File: config.mk
export PLATFORM = sky130hd
export DESIGN_NAME = strand_sequencer
export DESIGN_NICKNAME = d
export VERILOG_FILES = /design/src/rtl/hydra_pkg.sv /design/src/rtl/strand_cfg_regfile.sv /design/src/rtl/strand_sequencer.sv
export SDC_FILE = /design/constraint.sdc
export NUM_CORES = 1
export LEC_CHECK = 0
export CELL_PAD_IN_SITES_DETAIL_PLACEMENT = 0
export CELL_PAD_IN_SITES_GLOBAL_PLACEMENT = 1
export CORE_MARGIN = 2
export CORE_UTILIZATION = 25
export DETAILED_ROUTE_END_ITERATION = 6
export GPL_TIMING_DRIVEN = 0
export HOLD_SLACK_MARGIN = 0.05
export MAX_ROUTING_LAYER = met4
export PLACE_DENSITY_LB_ADDON = 0.1
export SETUP_SLACK_MARGIN = 0.5
export SLEW_MARGIN = 30
export SYNTH_ARGS = -nofsm -noshare
export SYNTH_HDL_FRONTEND = slang
export SYNTH_SLANG_ARGS = --single-unit
File: constraint.sdc
create_clock -name clk -period 3.8 [get_ports clk]
set_input_delay 0.76 -clock clk [delete_from_list [all_inputs] [get_ports clk]]
set_output_delay 0.76 -clock clk [all_outputs]
set_load 0.01 [all_outputs]
File: src/rtl/hydra_pkg.sv
// Shared types and constants for the strand sequencer slice.
// Optional feature macro: HYDRA_SEQ_REVERSE_EN (per-strand reverse scan).
package hydra_pkg;

    localparam int STRAND_PARAM_WIDTH = 16;
    localparam int NUM_STRANDS        = 8;
    localparam int STRAND_SEL_WIDTH   = $clog2(NUM_STRANDS);

    typedef logic [STRAND_PARAM_WIDTH-1:0] sparam_t;

    // Largest length that keeps start + cnt inside the bus width.
    localparam sparam_t LEN_MAX =
        sparam_t'(1) << (STRAND_PARAM_WIDTH - 1);

    typedef enum logic [1:0] {
        ST_IDLE = 2'd0,
        ST_LOAD = 2'd1,
        ST_RUN  = 2'd2,
        ST_DONE = 2'd3
    } seq_state_t;

    typedef struct packed {
        sparam_t offset;
        sparam_t length;
        sparam_t start;
        logic    reverse;
    } strand_cfg_t;

    // Saturate the length, then drop a rotation that lands outside it.
    function automatic strand_cfg_t cfg_sanitize(
        input sparam_t offset,
        input sparam_t length,
        input sparam_t start,
        input logic    reverse
    );
        strand_cfg_t c;
        c.offset  = offset;
        c.length  = (length > LEN_MAX) ? LEN_MAX : length;
        c.start   = (start >= c.length) ? '0 : start;
        c.reverse = reverse;
        return c;
    endfunction

endpackage

File: src/rtl/strand_cfg_regfile.sv
// Per-strand configuration store: one write port, one async read port.
// Entries clear to zero on reset.
module strand_cfg_regfile
    import hydra_pkg::*;
#(
    parameter int ENTRIES = hydra_pkg::NUM_STRANDS,
    parameter int SEL_W   = hydra_pkg::STRAND_SEL_WIDTH
) (
    input  logic              clk,
    input  logic              rst_n,
    input  logic              we_i,
    input  logic [SEL_W-1:0]  waddr_i,
    input  strand_cfg_t       wdata_i,
    input  logic [SEL_W-1:0]  raddr_i,
    output strand_cfg_t       rdata_o
);

    strand_cfg_t mem_q [ENTRIES];

    // Storage array, written only when the sequencer is idle.
    always_ff @(posedge clk or negedge rst_n) begin
        if (!rst_n) begin
            for (int i = 0; i < ENTRIES; i++) begin
                mem_q[i] <= '0;
            end
        end else if (we_i) begin
            mem_q[waddr_i] <= wdata_i;
        end
    end

    assign rdata_o = mem_q[raddr_i];

endmodule

File: src/rtl/strand_sequencer.sv
// Walks every pixel of every configured strand once per frame.
// Optional macro HYDRA_SEQ_REVERSE_EN adds cfg_reverse and descending scans.
module strand_sequencer
    import hydra_pkg::*;
#(
    parameter int NUM_STRANDS        = hydra_pkg::NUM_STRANDS,
    parameter int STRAND_SEL_WIDTH   = hydra_pkg::STRAND_SEL_WIDTH,
    parameter int STRAND_PARAM_WIDTH = hydra_pkg::STRAND_PARAM_WIDTH
) (
    input  logic                          clk,
    input  logic                          rst_n,
    input  logic                          cfg_we,
    input  logic [STRAND_SEL_WIDTH-1:0]   cfg_strand,
    input  logic [STRAND_PARAM_WIDTH-1:0] cfg_offset,
    input  logic [STRAND_PARAM_WIDTH-1:0] cfg_length,
    input  logic [STRAND_PARAM_WIDTH-1:0] cfg_start,
`ifdef HYDRA_SEQ_REVERSE_EN
    input  logic                          cfg_reverse,
`endif
    output logic                          cfg_ack,
    input  logic                          frame_start,
    output logic                          busy,
    output logic                          frame_done,
    output logic                          out_valid,
    input  logic                          out_ready,
    output logic [STRAND_SEL_WIDTH-1:0]   strand_sel,
    output logic [STRAND_PARAM_WIDTH-1:0] strand_offset,
    output logic [STRAND_PARAM_WIDTH-1:0] strand_idx,
    output logic [STRAND_PARAM_WIDTH-1:0] strand_length
);

    localparam logic [STRAND_PARAM_WIDTH-1:0] ONE =
        STRAND_PARAM_WIDTH'(1);
    localparam logic [STRAND_SEL_WIDTH-1:0] SEL_ONE =
        STRAND_SEL_WIDTH'(1);
    localparam logic [STRAND_SEL_WIDTH-1:0] SEL_LAST =
        STRAND_SEL_WIDTH'(NUM_STRANDS - 1);

    seq_state_t state_q, state_d;

    logic [STRAND_SEL_WIDTH-1:0]   sel_q, sel_d;
    logic [STRAND_PARAM_WIDTH-1:0] cnt_q, cnt_d;
    logic [STRAND_PARAM_WIDTH-1:0] idx_q, idx_d;
    logic [STRAND_PARAM_WIDTH-1:0] off_q, off_d;
    logic [STRAND_PARAM_WIDTH-1:0] len_q, len_d;
    logic                          rev_q, rev_d;
    logic                          valid_q, valid_d;
    logic                          ack_q, ack_d;

    logic        cfg_wr;
    logic        wr_rev;
    strand_cfg_t wr_cfg;
    strand_cfg_t rd_cfg;

`ifdef HYDRA_SEQ_REVERSE_EN
    assign wr_rev = cfg_reverse;
`else
    assign wr_rev = 1'b0;
`endif

    assign cfg_wr = cfg_we && (state_q == ST_IDLE);
    assign wr_cfg = cfg_sanitize(cfg_offset, cfg_length,
                                 cfg_start, wr_rev);

    strand_cfg_regfile #(
        .ENTRIES (NUM_STRANDS),
        .SEL_W   (STRAND_SEL_WIDTH)
    ) u_cfg (
        .clk     (clk),
        .rst_n   (rst_n),
        .we_i    (cfg_wr),
        .waddr_i (cfg_strand),
        .wdata_i (wr_cfg),
        .raddr_i (sel_q),
        .rdata_o (rd_cfg)
    );

    // State and registered output bus.
    always_ff @(posedge clk or negedge rst_n) begin
        if (!rst_n) begin
            state_q <= ST_IDLE;
            sel_q   <= '0;
            cnt_q   <= '0;
            idx_q   <= '0;
            off_q   <= '0;
            len_q   <= '0;
            rev_q   <= 1'b0;
            valid_q <= 1'b0;
            ack_q   <= 1'b0;
        end else begin
            state_q <= state_d;
            sel_q   <= sel_d;
            cnt_q   <= cnt_d;
            idx_q   <= idx_d;
            off_q   <= off_d;
            len_q   <= len_d;
            rev_q   <= rev_d;
            valid_q <= valid_d;
            ack_q   <= ack_d;
        end
    end

    // Scan sequencing: strand load, pixel stepping, frame end.
    always_comb begin
        state_d = state_q;
        sel_d   = sel_q;
        cnt_d   = cnt_q;
        idx_d   = idx_q;
        off_d   = off_q;
        len_d   = len_q;
        rev_d   = rev_q;
        valid_d = valid_q;
        ack_d   = cfg_wr;

        unique case (state_q)
            ST_IDLE: begin
                if (frame_start) begin
                    state_d = ST_LOAD;
                    sel_d   = '0;
                end
            end
            ST_LOAD: begin
                off_d = rd_cfg.offset;
                len_d = rd_cfg.length;
                rev_d = rd_cfg.reverse;
                cnt_d = '0;
                if (rd_cfg.length == '0) begin
                    if (sel_q == SEL_LAST) begin
                        state_d = ST_DONE;
                    end else begin
                        sel_d = sel_q + SEL_ONE;
                    end
                end else begin
                    state_d = ST_RUN;
                    valid_d = 1'b1;
                    if (rd_cfg.reverse) begin
                        idx_d = rd_cfg.start
                              + rd_cfg.length - ONE;
                    end else begin
                        idx_d = rd_cfg.start;
                    end
                end
            end
            ST_RUN: begin
                if (valid_q && out_ready) begin
                    if (cnt_q == len_q - ONE) begin
                        valid_d = 1'b0;
                        if (sel_q == SEL_LAST) begin
                            state_d = ST_DONE;
                        end else begin
                            state_d = ST_LOAD;
                            sel_d   = sel_q + SEL_ONE;
                        end
                    end else begin
                        cnt_d = cnt_q + ONE;
                        idx_d = rev_q ? (idx_q - ONE)
                                      : (idx_q + ONE);
                    end
                end
            end
            ST_DONE: begin
                state_d = ST_IDLE;
            end
            default: begin
                state_d = ST_IDLE;
            end
        endcase
    end

    assign cfg_ack       = ack_q;
    assign busy          = (state_q != ST_IDLE);
    assign frame_done    = (state_q == ST_DONE);
    assign out_valid     = valid_q;
    assign strand_sel    = sel_q;
    assign strand_offset = off_q;
    assign strand_idx    = idx_q;
    assign strand_length = len_q;

endmodule

* Word level (Yosys, flattened, before mapping) *
Cells that the tools add are included.

storage, ports and cells
  bits in registers = 464
  logic and storage cells = 114

cells by class
  add/subtract/negate cells = 7
  order comparisons = 5
  eq/ne operators = 12
  muxes and demuxes = 34
  bitwise gates (word level) = 2
  reductions and logical operators = 13

operator list
  cell                                                        number
  bitwise mux 392 bit                                         1
  binary-select mux 49 bit (select 3 bit)                     1
  demux 49 bit (select 3 bit)                                 1
  2-to-1 mux 49 bit                                           3
  2-to-1 mux 16 bit                                           9
  case mux 16 bit (2 select lines)                            2
  subtractor 16 x 1 -> 16 bit, second input constant          3
  adder 16 x 1 -> 16 bit, second input constant               2
  adder 16 bit                                                1
  equality test 16 bit                                        1
  >= comparator 16 bit                                        1
  greater-than comparator 16 bit, second input constant       1
  logical NOT 16 bit                                          1
  2-to-1 mux 3 bit                                            5
  2-to-1 mux 2 bit                                            6
  inequality test 2 bit, second input constant                6
  AND reduction 4 bit                                         3
  case mux 3 bit (3 select lines)                             1
  >= comparator 4 bit, second input constant                  2
  inverter 3 -> 4 bit                                         2
  case mux 2 bit (4 select lines)                             1
  AND reduction 5 bit                                         1
  equality test 2 bit, second input constant                  2
  less-than comparator 4 x 1 -> 1 bit, second input constant  1
  other kinds (11)                                            16

* Depth between registers and ports, before layout *
Gate-level depths: netlist of the first run.

  word-level depth = 9
  mapped depth = 16
  mapped depth without buffers = 12

* Hierarchy *
Synthesis of the first run repeated with hierarchy kept, for this count alone.

second synthesis, totals
  cell total of the unflattened synthesis = 1,739
  area total of the unflattened synthesis = 23,772.8 µm²

by module, submodules not included
  module              instances  cells each  area an instance (µm²)
  strand_cfg_regfile  1          1,006       17,449.2
  strand_sequencer    1          733         6,323.6

* Worst setup path after synthesis of the first run *
OpenSTA, ideal clock, no wires.

  kind = input port to flip-flop
  start point = input port cfg_length[15]
  end point = register u_cfg.mem_q[105] in the netlist's numbering
  library setup time = 0.096 ns
  arrival time = 3.224 ns
  setup slack = 0.481 ns
  stages on the path = 16
  cells stage by stage = inv_1 clkbuf_1 clkbuf_1 nand2_1 inv_1 ha_1 nand2b_1 a21o_1 a21o_1 a21oi_1 o21ai_0 nand3_1 a21boi_0 clkbuf_1 clkbuf_1 o31ai_1

RTL lines
  what                             RTL line                  text
  from (decl)                      strand_sequencer.sv:15    input logic [STRAND_PARAM_WIDTH-1:0] cfg_length,
  to (signal, indexed assignment)  strand_cfg_regfile.sv:27  mem_q[waddr_i] <= wdata_i;
  to (decl)                        strand_cfg_regfile.sv:18  strand_cfg_t mem_q [ENTRIES];

* Worst setup path in the final report of the first run *
  start point = input port cfg_length[7]
  end point = register u_cfg.mem_q[151] in the netlist's numbering

between the ends
  word-level cells in the longest chain between the ends = 5

RTL lines
  what                            RTL line                  text
  greater-than comparator 16 bit  hydra_pkg.sv:38           c.length = (length > LEN_MAX) ? LEN_MAX : length;
  2-to-1 mux 16 bit (*)           hydra_pkg.sv:38
  >= comparator 16 bit (*)        hydra_pkg.sv:39           c.start = (start >= c.length) ? '0 : start;
  2-to-1 mux 16 bit (*)           hydra_pkg.sv:39
  bitwise mux 392 bit (*)         strand_cfg_regfile.sv:27

Every way passes the cells marked *; elsewhere a longest branch is shown, timed or not.
A chain may end at the register's enable or synchronous reset.

==> results of run 1 <==
worst reg2reg max path, stage by stage, from the launching register on:
cell and delay [ns]:
dfrtp_1 0.44, buf_6 0.19, buf_6 0.18, or3b_2 0.47
o32ai_1 0.20, nor4_1 0.13, nand3_1 0.15, nor4_4 0.06
buf_4 0.18, or2b_2 0.37, buf_6 0.18, a2111oi_2 0.38
nor3_1 0.11
final timing paths:
| path | endpoint | slack [ns] |
|---|---|---|
| min | strand_idx[7] | 0.06 |
| max in group asynchronous | u_cfg.mem_q[87] | 2.35 |
| min reg2reg | u_cfg.mem_q[10] | 0.47 |
| min in group clk | u_cfg.mem_q[10] | 0.47 |
| max reg2reg | strand_idx[14] | 0.62 |
| max | u_cfg.mem_q[151] | 0.48 |
state kept, by name (all words and copies together) (netlist names):
signal,cells
state_q,2
u_cfg.mem_q,384
cfg_ack,1
strand_offset,16
strand_sel,3
strand_idx,16
strand_length,16
out_valid,1
cnt_q,16
report_power, final:
part           internal, uW  total, uW  switching [uW]  leakage [uW]
sequential             7030       8560            1530       0.00591
combinational          4070       8880            4810       0.00453
clock                  3570       5890            2320      0.000998
total                 14700      23300            8660        0.0114
per-stage QoR:
stage	TNS, ns	worst slack, ns	instances	utilization [%]	instance area (sq um)
2_1_floorplan	0	0.554	1988	-	22000
3_3_place_gp	-9066.05	-19.62	3251	28.2	24600
3_5_place_dp	-176.84	-1.42	3258	28.4	24800
4_1_cts	0	0.500	3367	31.2	27100
5_1_grt	0	0.418	3374	31.5	27400
6_report	0	0.484	3375	31.5	27400
cell families after synthesis:
| kind of cell | Yosys count |
|---|---|
| AOI/OAI and AO/OA | 416 |
| xor gates and xnor gates | 28 |
| adders and majority gates | 26 |
| buffers and inverters | 177 |
| DFF | 455 |
| muxes | 256 |
| and+or+nand+nor | 630 |
what timing repair did:
action | CTS | global route
pin swaps | 3 | 2
endpoints found under the setup margin | 178 | 146
resized for setup | 103 | 61
buffers inserted | 5 | 6
cell type report:
type	instances	area share, %
antenna	2	0.0183
buffer	160	3.10
clock buffer	81	6.05
clock inverter	23	1.37
inverter	17	0.261
multi-input combinational	1356	37.4
sequential	455	41.6
tap	1155	5.28
timing repair buffer	126	4.89
synthesized netlist by cell type, types with 3 or more instances:
library cell	n	area, sq um
a21oi_1	33	165
and4_1	5	43.8
dfrtp_1	455	11400
nand4_1	12	75.1
inv_1	14	52.6
buf_1	29	109
o22ai_1	6	37.5
nor2_1	88	330
a41o_1	3	30.0
a31o_2	4	35.0
and3_1	7	43.8
nor3_1	28	140
nor4b_1	6	52.6
o311ai_0	5	43.8
nand3b_1	8	60.1
xor2_1	6	52.6
a2111oi_0	3	26.3
a22o_1	3	26.3
xnor2_1	22	193
a211oi_1	12	90.1
a21o_1	7	52.6
mux4_2	87	1960
mux2i_1	37	370
mux2_2	131	1480
and2_1	6	37.5
a31oi_1	28	175
nand2_1	375	1410
or3_1	6	37.5
ha_1	26	325
buf_2	19	95.1
nor2b_1	8	50.1
buf_4	4	30.0
inv_2	3	11.3
nand2b_1	23	144
nor3b_1	5	37.5
o31ai_1	131	983
nand3_1	27	135
clkbuf_1	107	402
o32ai_1	5	43.8
o21ai_0	148	741
nor4_1	10	62.6
metal layers:
metal / share of wire (%) / global-route usage, % / wire, um / vias up
li1: - / - / - / 7606
met1: 47 / 28.0 / 42300 / 8985
met2: 45 / 31.5 / 40500 / 486
met3: 5.1 / 3.56 / 4590 / 144
met4: 2.9 / 6.02 / 2630 / 0
met5: 0 / - / 0 / -
==> flow_summary.toml, run 1 <==
[status]
status = "completed"

[worst_setup_path]
crit_type = "in2reg"
reg2regPathDepth = 12
crit_cells = 13
critPathTopFamily = "buffers and inverters"
critPathCaptureType = "flip-flop"
cp_data_arrival_time_ns = 3.80
crit_fanout = 10
cp_slowest_stage_delay_ns = 0.49
worstPathRequired_ns = 4.29
cp-start-kind = "primary input"
cp_num_buf_inv = 4
rr_startpoint = "strand_sel[0]"
crit_top_cell = "buf_4"
crit_path_start = "cfg_length[7]"
path_cells = "clkdlybuf4s50_1, nor4_2, a41o_2, buf_4, nand2_4, ha_1, nand3_1, o21ai_2, nand3_1, a21boi_1, buf_4, buf_4, o31ai_1"
critPathSlowestCell = "clkdlybuf4s50_1"

[floorplan]
io_pins = 111
rows = 108
coreArea_sq_um = 87000
die_w_um = 301
dieArea_sq_um = 90500
start_util_pct = 25.3
die_h_um = 301

[sta]
tightestPinTransition_ns = 1.05
hold_viol_final = 0
min_period_ns = 3.32
max_slew_margin_pct = 30.0
skew_ns = 0.0506
holdWs_ns = 0.0605
setup_viol = 0
grt_setup_unrepaired = "yes"
max_freq_mhz = 302
finalCritPeriodShare_pct = 87.3
maxSlewViolCount = 0

[synthesis]
yosysUniqueCellTypes = 76
synth_top_family_by_area = "multiplexers"
ys_async_sr_fraction_pct = 100
synth.area.mux_share_pct = 17.3
syn_area_per_cell_sq_um = 11.1
yosys_warnings = 0
synth_xor_area_share_pct = 1.11
syn-cell-area_sq_um = 22000
synth_compound_gate_area_share_pct = 12.4
ys_seq_elements = 455
synthAdderAreaFrac_pct = 1.48
synth-simple-area-share_pct = 12.8
synth_flop_cell = "dfrtp_1"
yosysSeqAreaShare_pct = 51.7
synth_edf_count = 0
synth_cells = 1988
syn-num-nets = 2070

[final_layout]
final_common_cell = "dfrtp_1"
n_fill_cell = 9014
layout.nets = 2254
register_area_sq_um = 11400
area_growth_pct = 24.2
multi_input_area_sq_um = 10200
drive_above_1_share_pct = 21.0
final_cell_mix = "453 x dfrtp_1, 368 x nand2_1, 143 x o21ai_0"

[drt]
ant_nets = 0
totalWireLength_um = 90100
vias = 17200
drt_pass1_iterations = 7
viasPerCell = 5.10
wire_per_inst_um = 26.7
drcViolationCount = 0
drtIter0Drc = 1160

[power]
p_per_area_nw_per_um2 = 852
cellLeakagePower_uw = 0.0114
power_uw = 23300
ir_worst_vdd_mv = 0.402

[clocking]
numCtsBuffers = 56
cts_root_buf = "clkbuf_16"
ctsHoldBuffers = 0
cts_max_level = 2
clockBufferDepth = 3
clkTransAtPathRegs_ns = 0.06
cts_tree = "done"
clkSinkCount = 455
clkLatencyLatePin_ns = 0.65

[job]
maxCapViolCount = 0

[global_routing]
grt_pass1_vias = 17900
grt_max_degree = 84
grt_overflow = 0
grt_pass1_wl_um = 131000
grt_usage_pct = 20.6
antenna_found_initial = 5

[placed_design]
dp_hpwl_um = 64500
gp_congestion = 0.837
numPortBuffers = 108

[worst_hold_path]
hold_path.class = "in2async"
(Power assumes the default switching activity.)
==> run 2, diff against run 1 <==
--- a/config.mk
+++ b/config.mk
@@ -7,7 +7,6 @@
 export LEC_CHECK = 0
 export CELL_PAD_IN_SITES_DETAIL_PLACEMENT = 0
 export CELL_PAD_IN_SITES_GLOBAL_PLACEMENT = 1
-export CORE_MARGIN = 2
 export CORE_UTILIZATION = 25
 export DETAILED_ROUTE_END_ITERATION = 6
 export GPL_TIMING_DRIVEN = 0
==> run 2 against run 1 <==
  * Critical path depth shrank 2
  * Register-to-register slack got worse by 0.12 ns
  * Clock power down 7.3%
  * Critical path type is now reg2reg
==> flow_summary.toml, run 2 (synthesized netlist as in run 1, its figures left out) <==
[global_routing]
grt_use_met3_pct = 3.37
grt_pass1_wl_um = 130000
antenna_found_initial = 7
grt_pass1_vias = 17800
busiest_layer = "met2"
grt_util_met2_pct = 32.4
grt_overflow = 0
grtUsageMet1_pct = 28.1
grt_max_degree = 83
grt_usage_pct = 20.7

[floorplan]
dieArea_sq_um = 89300
io_pins = 111
start_util_pct = 25.3
die_w_um = 299
rows = 108
coreArea_sq_um = 87000
die_h_um = 299

[drt]
drt_pass1_iterations = 5
vias = 17000
totalWireLength_um = 90100
wire_per_inst_um = 26.7
drcViolationCount = 0
drtIter0Drc = 1205
viasPerCell = 5.05
ant_nets = 0

[sta]
setup_tns_ns = 0
grt_setup_unrepaired = "no"
setup_ws_ns = 0.499
tightestPinTransition_ns = 1.02
skew_ns = 0.0565
finalCritPeriodShare_pct = 86.9
max_slew_margin_pct = 31.7
min_period_ns = 3.30
setup_viol = 0
maxSlewViolCount = 0
max_freq_mhz = 303
hold_viol_final = 0

[clocking]
clkLatencyLatePin_ns = 0.66
cts_max_level = 2
cts_root_buf = "clkbuf_16"
numCtsBuffers = 55
clockBufferDepth = 3
clkTransAtPathRegs_ns = 0.06
cts_tree = "done"
clkSinkCount = 455

[placed_design]
dp_hpwl_um = 64200
numPortBuffers = 108
gp_congestion = 0.827
placed_cell_area_sq_um = 24800
place_ws_ns = -1.41

[worst_setup_path]
cp_data_arrival_time_ns = 3.78
crit_type = "reg2reg"
worstPathRequired_ns = 4.28
cp-start-kind = "flip-flop"
critPathCaptureType = "flip-flop"
crit_fanout = 10

[final_layout]
final_common_cell = "dfrtp_1"
largest_register = "u_cfg.mem_q"
layout.nets = 2255
final_cell_mix = "453 x dfrtp_1, 367 x nand2_1, 145 x o21ai_0"
design_area_sq_um = 27400
drive_above_1_share_pct = 21.7
largest_reg_flops = 384
postLayoutCoreUtil_pct = 31.5
area_growth_pct = 24.3

[power]
p_per_area_nw_per_um2 = 838
power_uw = 23000
cellLeakagePower_uw = 0.0114
ir_worst_vdd_mv = 0.363

[worst_hold_path]
hold_path.class = "reg2reg"

[job]
maxCapViolCount = 0

[status]
status = "completed"
run 2: cell types whose count changed in the layout (fill, tap and decap cells not counted), moves of 3 or more:
cell / change
diode_2: +3
clkbuf_1: +4
o31ai_2: +21
o31ai_1: -21
buf_6: +5
bufinv_16: -4
run 2: metal layers:
metal  wire, um  part of all wire, %
met5          0                    0
met4       1820                  2.0
met3       3820                  4.2
met2      41900                   47
met1      42600                   47
run 2: power breakdown:
| group | switching (uW) | leakage, uW | internal, uW |
|---|---|---|---|
| sequential | 1530 | 0.00591 | 7030 |
| clock | 2260 | 0.000913 | 3210 |
| combinational | 4810 | 0.00457 | 4110 |
| total | 8600 | 0.0114 | 14300 |
run 2: layout make-up:
class,instances,area [sq um]
flip-flops and latches,455,11400
well taps,1155,1450
inverters,17,68.8
diodes,5,12.5
repair buffers,128,1390
fillers,8995,59600
clock inverters,16,234
plain buffers,160,843
multi-input cells,1356,10400
clock buffers,82,1620
run 2: worst paths after layout:
kind / cells after the start / slack, ns / to / from
worst max-delay path: 11 / 0.50 / strand_idx[12] / strand_sel[2]
worst min-delay path: 2 / 0.47 / u_cfg.mem_q[7] / u_cfg.mem_q[7]
worst max register to register: 11 / 0.50 / strand_idx[12] / strand_sel[2]
worst min register to register: 2 / 0.47 / u_cfg.mem_q[7] / u_cfg.mem_q[7]
max in group asynchronous: 4 / 2.16 / u_cfg.mem_q[135] / rst_n
min in group asynchronous: 2 / 0.60 / out_valid / rst_n
run 2: timing repair:
item	CTS	global route
buffers inserted	4	7
pin swaps	2	4
hold buffers	1	0
endpoints found under the setup margin	178	140
cloned	0	0
gates resized for setup	103	81
hold endpoints to repair	27	0
run 2: per-stage QoR:
stage	cells	hold WS (ns)
after detailed placement	3259	0.462
final	3374	0.470
after global routing	3372	0.494
after CTS	3362	0.474
after floorplan	1988	0.441
after global placement	3251	0.455
run 2: worst max-delay path, cell delays in order (launching register included):
cell	delay [ns]
dfrtp_2	0.45
buf_4	0.23
buf_6	0.26
buf_6	0.24
nand2_1	0.14
and3_1	0.29
nand3_1	0.16
nor4_4	0.06
buf_4	0.17
or2b_2	0.38
a2111oi_0	0.60
nor4b_1	0.14
